File: src/rtl/boot_loader_if.sv
// Byte-source handshake plus SRAM load port of the boot loader.
// master: byte source side; slave: the loader itself.
interface boot_loader_if;
  logic [0:7]  in_data;
  logic        in_valid;
  logic        in_ready;
  logic [0:7]  mem_addr;
  logic [0:15] mem_data;
  logic        mem_csb;
  logic        mem_web;

  modport master (
    output in_data, in_valid,
    input  in_ready, mem_addr, mem_data, mem_csb, mem_web
  );

  modport slave (
    input  in_data, in_valid,
    output in_ready, mem_addr, mem_data, mem_csb, mem_web
  );
endinterface

File: src/rtl/boot_loader.sv
// boot_loader: receives a length-prefixed byte stream, packs byte pairs into
// 16-bit words, writes them to SRAM from address 0, then releases core reset.
// Optional feature macro: BOOT_CHECKSUM_EN (trailing 8-bit sum byte checked
// before release; mismatch parks in ERR with the core held in reset).
module boot_loader (
  input  logic           clock,
  input  logic           reset,
  boot_loader_if.slave   bus,
  output logic           core_reset,
  output logic           done,
  output logic           error
);

  typedef enum logic [2:0] {
    S_COUNT, S_HI, S_LO, S_WRITE, S_CSUM, S_DONE, S_ERR
  } state_t;

  state_t     state;
  logic [8:0] remaining;   // words still to write; 256 needs the ninth bit
  logic       xfer;

`ifdef BOOT_CHECKSUM_EN
  logic [7:0] sum;
  logic       error_q;
  assign error = error_q;
`else
  assign error = 1'b0;
`endif

  // Ready depends on state only, never on in_valid.
  assign bus.in_ready = (state == S_COUNT) || (state == S_HI) ||
                        (state == S_LO)    || (state == S_CSUM);
  assign xfer = bus.in_valid && bus.in_ready;

  // Loader FSM with registered SRAM strobes and status outputs.
  always_ff @(posedge clock) begin
    if (reset) begin
      state        <= S_COUNT;
      remaining    <= 9'd0;
      bus.mem_addr <= 8'd0;
      bus.mem_data <= 16'd0;
      bus.mem_csb  <= 1'b1;
      bus.mem_web  <= 1'b1;
      core_reset   <= 1'b1;
      done         <= 1'b0;
`ifdef BOOT_CHECKSUM_EN
      sum          <= 8'd0;
      error_q      <= 1'b0;
`endif
    end else begin
      case (state)
        S_COUNT: if (xfer) begin
          // Count 0 encodes a full 256-word image.
          remaining    <= (bus.in_data == 8'd0) ? 9'd256 : {1'b0, bus.in_data};
          bus.mem_addr <= 8'd0;
          state        <= S_HI;
        end
        S_HI: if (xfer) begin
          bus.mem_data[0:7] <= bus.in_data;
`ifdef BOOT_CHECKSUM_EN
          sum <= sum + bus.in_data;
`endif
          state <= S_LO;
        end
        S_LO: if (xfer) begin
          bus.mem_data[8:15] <= bus.in_data;
`ifdef BOOT_CHECKSUM_EN
          sum <= sum + bus.in_data;
`endif
          // Strobes are registered so they are low for exactly the WRITE cycle.
          bus.mem_csb <= 1'b0;
          bus.mem_web <= 1'b0;
          state       <= S_WRITE;
        end
        S_WRITE: begin
          bus.mem_csb  <= 1'b1;
          bus.mem_web  <= 1'b1;
          bus.mem_addr <= bus.mem_addr + 8'd1;
          remaining    <= remaining - 9'd1;
          if (remaining == 9'd1) begin
`ifdef BOOT_CHECKSUM_EN
            state <= S_CSUM;
`else
            state      <= S_DONE;
            done       <= 1'b1;
            core_reset <= 1'b0;
`endif
          end else begin
            state <= S_HI;
          end
        end
`ifdef BOOT_CHECKSUM_EN
        S_CSUM: if (xfer) begin
          if (bus.in_data == sum) begin
            state      <= S_DONE;
            done       <= 1'b1;
            core_reset <= 1'b0;
          end else begin
            state   <= S_ERR;
            error_q <= 1'b1;
          end
        end
`endif
        S_DONE, S_ERR: ;  // sticky until reset
        default: state <= S_COUNT;
      endcase
    end
  end

endmodule
File: src/flat_wrapper.sv
// flat-port wrapper written by rule: the top's interface ports become plain ports
module boot_loader_flat 
  (clock, reset, core_reset, done, error, bus_in_data, bus_in_valid, bus_in_ready, bus_mem_addr, bus_mem_data, bus_mem_csb, bus_mem_web);
  boot_loader_if bus_i ();
  input  logic clock;
  input  logic reset;
  output logic core_reset;
  output logic done;
  output logic error;
  input wire logic [$bits(bus_i.in_data)-1:0] bus_in_data;
  input wire logic [$bits(bus_i.in_valid)-1:0] bus_in_valid;
  output wire logic [$bits(bus_i.in_ready)-1:0] bus_in_ready;
  output wire logic [$bits(bus_i.mem_addr)-1:0] bus_mem_addr;
  output wire logic [$bits(bus_i.mem_data)-1:0] bus_mem_data;
  output wire logic [$bits(bus_i.mem_csb)-1:0] bus_mem_csb;
  output wire logic [$bits(bus_i.mem_web)-1:0] bus_mem_web;
  assign bus_i.in_data = bus_in_data;
  assign bus_i.in_valid = bus_in_valid;
  assign bus_in_ready = bus_i.in_ready;
  assign bus_mem_addr = bus_i.mem_addr;
  assign bus_mem_data = bus_i.mem_data;
  assign bus_mem_csb = bus_i.mem_csb;
  assign bus_mem_web = bus_i.mem_web;
  boot_loader u_core (.clock(clock), .reset(reset), .bus(bus_i), .core_reset(core_reset), .done(done), .error(error));
endmodule
File: config.mk
export PLATFORM = sky130hd
export DESIGN_NAME = boot_loader_flat
export DESIGN_NICKNAME = d
export VERILOG_FILES = /design/src/rtl/boot_loader_if.sv /design/src/rtl/boot_loader.sv /design/src/flat_wrapper.sv
export SDC_FILE = /design/constraint.sdc
export NUM_CORES = 1
export LEC_CHECK = 0
export ABC_AREA = 1
export CAP_MARGIN = 20
export CORE_MARGIN = 3
export CORE_UTILIZATION = 49
export CTS_CLUSTER_SIZE = 25
export DETAILED_ROUTE_END_ITERATION = 10
export PLACE_DENSITY = 0.82
export SLEW_MARGIN = 20
export SYNTH_ARGS = -nofsm -noshare
export SYNTH_HDL_FRONTEND = slang
export SYNTH_SLANG_ARGS = --single-unit
File: constraint.sdc
create_clock -name clock -period 1.64 [get_ports clock]
set_clock_uncertainty 0.2 [all_clocks]
set_input_delay 0.41 -clock clock [delete_from_list [all_inputs] [get_ports clock]]
set_output_delay 0.41 -clock clock [all_outputs]
set_load 0.01 [all_outputs]
Word level (Yosys, flattened, before mapping):

Index checks and enable logic that the tools add are counted.

* register bits after elaboration: 39
* input port bits: 11

* $add $sub $neg: 2
* equal/unequal tests: 10
* muxes and demuxes: 12
* bitwise operators: 1
* reduce and logical (&&, ||, !) cells: 15

Operators with widths (number)
* 9-bit 2-to-1 mux: 2
* 9-bit one-hot mux with 2 select lines: 1
* 8-bit one-hot mux with 2 select lines: 1
* 3-bit one-hot mux with 5 select lines: 1
* 3-bit 2-to-1 mux: 4
* 2-bit AND reduction: 5
* 3-bit == test, second input constant: 3
* 9-bit by 1-bit == test with 1-bit output, second input constant: 1
* 9-bit by 1-bit subtractor with 9-bit output, second input constant: 1
* 8-bit by 1-bit adder with 8-bit output, second input constant: 1
* 8-bit logical NOT: 1
* 8-bit 2-to-1 mux: 1
* 3-bit by 2-bit == test with 1-bit output, second input constant: 2
* 2-bit by 1-bit inequality test with 1-bit output, second input constant: 3
* 4-bit AND reduction: 1
* 2-bit nonzero test: 2
* 3-bit by 1-bit == test with 1-bit output, second input constant: 1
* 3-bit logical NOT: 1
* 1-bit logical OR: 3
* 1-bit one-hot mux with 2 select lines: 1
* 2-bit OR reduction: 1
* 1-bit logical AND: 1
* 1-bit 2-to-1 mux: 1
* 1-bit NOT: 1

Logic depth before layout (Yosys ltp):

* depth after elaboration: 7
* gate-level depth with buffers: 8

Worst setup path before layout:

OpenSTA, ideal clock, no wires.

* path type: register -> output
* from: reg u_core.state[0]
* to: out bus_in_ready
* data arrival time: 0.825 ns
* required time: 1.030 ns
* slack: 0.205 ns
* stages on the path, launching flop included: 4
* cells stage by stage: dfxtp_1 > nor2_1 > inv_1 > a21oi_1

* word-level cells in the longest chain between the ends: 4
* elaborated cells between the ends (all ways): 7

RTL lines
* from (decl): line boot_loader.sv:18 `state_t state;`
* from (signal assigned): line boot_loader.sv:38 `state <= S_COUNT;`
* from (signal assigned): line boot_loader.sv:56 `state <= S_HI;`
* from (signal assigned): line boot_loader.sv:63 `state <= S_LO;`
* 3-bit by 1-bit == test with 1-bit output or 3-bit logical NOT (tied branches): line boot_loader.sv:31 `assign bus.in_ready = (state == S_COUNT) || (state == S_HI) ||`
* 1-bit logical OR (2 in series): line boot_loader.sv:31
* 1-bit logical OR (*): line boot_loader.sv:32 `(state == S_LO) || (state == S_CSUM);`
* to (decl): line flat_wrapper.sv:12 `output wire logic [$bits(bus_i.in_ready)-1:0] bus_in_ready;`

Mark *: on every way between the ends. The rest lies on a longest branch, timed or not.

Worst setup path after layout:

Ends and elaborated chain as after synthesis.

==> impl_results.md <==
* Outcome: finished, violations left
* Violated checks: setup timing
* Ys flop type: dfxtp_1
* Clock power share at 0.311
* Int Power at 1.47 mW
* Top post-synthesis cells by area: dfxtp_1, nor2_1, nand2_1
* Number of fillers in the final layout at about 310
* Synth top cells by count: nor2_1, nand2_1, dfxtp_1
* CP Max Fanout at 4
* R2R Setup Slk at about 110 ps
* I/O pin count at 41
* Reg clk slew, reported paths at 80 ps
* Mean cell area of the mapped netlist at 6.87 sq um
* Die Y at approximately 67 microns
* Global-route wire length before repair at between 7 and 8 mm
* Synth Net Count at between 200 and 300
* Reg area at approximately 790 sq um
* Congestion Overflow GR at 0
* Die area at around 4500 sq um
* Maxcap violations at 0
* H-tree lvl count at 2
* Max Clock Freq at ~600 MHz
* Clock Root Buffer: clkbuf_8
* Ys async rst share at 0
* DRC at 0
* Die width at between 60 and 70 microns
* Ys Warns at 0
* WS Path Type: reg2out
* Largest net degree at the start of global routing at 20
* Synth top area share at 0.427
* Setup WS post-layout at -26.1 ps
* Port buffer count at 39
* Crit end category: primary output
* Final setup violation count at 1
* Number of clock sinks at 39
* Routed Antenna Nets at 0
* Final period util at 1.02
* Crit path launch type: flip-flop
* Top-count cell post-synth: nor2_1
* Clk_lat worst skew at between 200 and 300 ps
* GRT Total Usage at 0.223
* Layout Nets at 341
* Drt total wl at approximately 4.7 mm
* Worst min path class: reg2reg
* Dpl hpwl at roughly 3.5 mm
* CTS tree: done
* Initial antenna violation count at 0
* Sw Ratio at 0.296
* Final setup TNS at -26.1 ps
* Setup repair after global routing missed its margin: true
* Hold-fix buffers at CTS at 0
* Cell Pwr Density at a little over 800 nW/um^2
* Max VDD drop at ~0.00069 V
* RePlAce Congestion at slightly below 0.9
* P_leak at 1.16 nW
* Post-synth EDFFs at 0
* Layout cells sized above 1 at 0.171
* Vias per cell at approximately 5
* Number of core rows at 21
* Worst Path Required at between 1000 and 1500 ps
* Logic gate share of total power at 0.197
* Final Max Slew Viols at 0
* WL/cell at 12.5 microns
* Vias in the first global route at 1660
* Hold violation total from the final report at 0
* Area of the multi-input gates at around 900 sq um
* Synth Register Bits at 39
* Arrival time worst endpoint at around 1100 ps
* Antenna Cells at 0
* Register area share after synthesis at 0.427
* Drt first-iter violations at 150
* Area Growth Syn to Fin at 37.7%
* Mapped Area at 1830 sq um
* Drt pass-1 iters at 4
* Vias at 1858
* Util after Layout at 0.725
* Crit path time final at roughly 1700 ps
* CTS Buffer Depth at 2
* Core Region at about 3500 sq um
* Sw power at approximately 600 uW
* CTS buffer count at 5
* Seq pwr share at 0.492
* Library cells used by synthesis at 26
* Mapped Cells at around 270
* Initial Util at 0.527
* Area leader, netlist: dfxtp_1
* Hold WS at 249 ps
==> state kept, by name, summed over array words and instances, names as in the netlist <==
| register | count |
|---|---|
| u_core.bus.mem_addr | 8 |
| u_core.bus.mem_csb | 1 |
| u_core.bus.mem_data | 16 |
| u_core.core_reset | 1 |
| u_core.done | 1 |
| u_core.remaining | 9 |
| u_core.state | 3 |
==> cells by family after synthesis <==
family / Yosys count / synth area share
AOI/OAI and AO/OA: 58 / 0.166
adders and majority gates: 3 / 0.0206
buffers and inverters: 44 / 0.103
DFF: 39 / 0.427
other: 1 / 0.00205
and+or+nand+nor: 121 / 0.280
==> path summary, 6_finish.rpt <==
path              depth (start not counted)                      startpoint                                to
setup / recovery                          4    u_core.state[0]$_SDFFE_PP0P_                      bus_in_ready
hold reg to reg                           2  u_core.core_reset$_SDFFE_PP1P_    u_core.core_reset$_SDFFE_PP1P_
setup reg to reg                          6    u_core.state[1]$_SDFFE_PP0P_  u_core.remaining[0]$_SDFFE_PP0P_
hold / removal                            2  u_core.core_reset$_SDFFE_PP1P_    u_core.core_reset$_SDFFE_PP1P_
==> worst max-delay path, stage by stage (launching register included) <==
cell and delay, ps:
dfxtp_4 370, nor2_4 110, inv_2 50, a21oi_2 100, buf_2 130
==> metrics by stage <==
step | instance area (sq um) | worst slack, ps | power, mW | std cells
floorplan | 1830 | 205 | 1.27 | 266
global placement | 2390 | -247 | 1.43 | 364
detailed placement | 2390 | -313 | 1.44 | 364
CTS | 2450 | -56.3 | 2.05 | 372
global route | 2520 | -86.3 | 2.18 | 374
finish | 2520 | -26.1 | 2.09 | 374
==> final cells by class <==
cell class                      count  area share
Tap cell                           46      0.0229
Sequential cell                    39       0.312
Timing Repair Buffer               63       0.217
Clock inverter                      2     0.00497
Clock buffer                        6      0.0288
Inverter                           35      0.0582
Multi-Input combinational cell    183       0.356
==> metal layers <==
metal  GRT usage  up-vias  wire length [microns]
met1       0.287      826                   2190
met4      0.0810        0                     53
met5           0        -                      0
li1            -      969                      -
met3      0.0472        7                    280
met2       0.362       56                   2140
==> timing repair <==
item | 4_1_cts | 5_1_grt
pin swaps | 1 | 4
gates cloned | 0 | 0
endpoints found under the hold margin | 0 | 0
setup endpoints to repair | 30 | 18
gates resized for setup | 36 | 19
buffers inserted | 0 | 2
==> power by group through the flow <==
stage	logic, mW	clock network, mW	registers [mW]
2_1_floorplan	0.221	0	1.05
3_3_place_gp	0.383	0	1.04
3_5_place_dp	0.392	0	1.05
4_1_cts	0.379	0.648	1.02
5_1_grt	0.459	0.689	1.03
6_report	0.411	0.648	1.03
==> cells in the final DEF, fill, tap and decap left out, types with 2 or more instances in the layout <==
cell | Yosys | layout
nor2_1 | 51 | 49
nand2_1 | 43 | 43
dfxtp_1 | 39 | 37
dlygate4sd2_1 | 0 | 28
inv_1 | 29 | 27
o21ai_0 | 26 | 26
buf_4 | 4 | 23
a21oi_1 | 21 | 19
nand3_1 | 13 | 13
clkdlybuf4s50_1 | 0 | 9
o21ai_1 | 5 | 5
clkbuf_8 | 0 | 5
inv_2 | 5 | 4
nand2_2 | 5 | 3
nor3_1 | 3 | 3
a31oi_1 | 3 | 3
nor2_4 | 1 | 2
a21oi_2 | 0 | 2
nand2_4 | 1 | 2
inv_4 | 0 | 2
nor2_2 | 1 | 2
nand4_1 | 2 | 2
o22ai_1 | 2 | 2
ha_1 | 3 | 2
(Power assumes the default switching activity.)
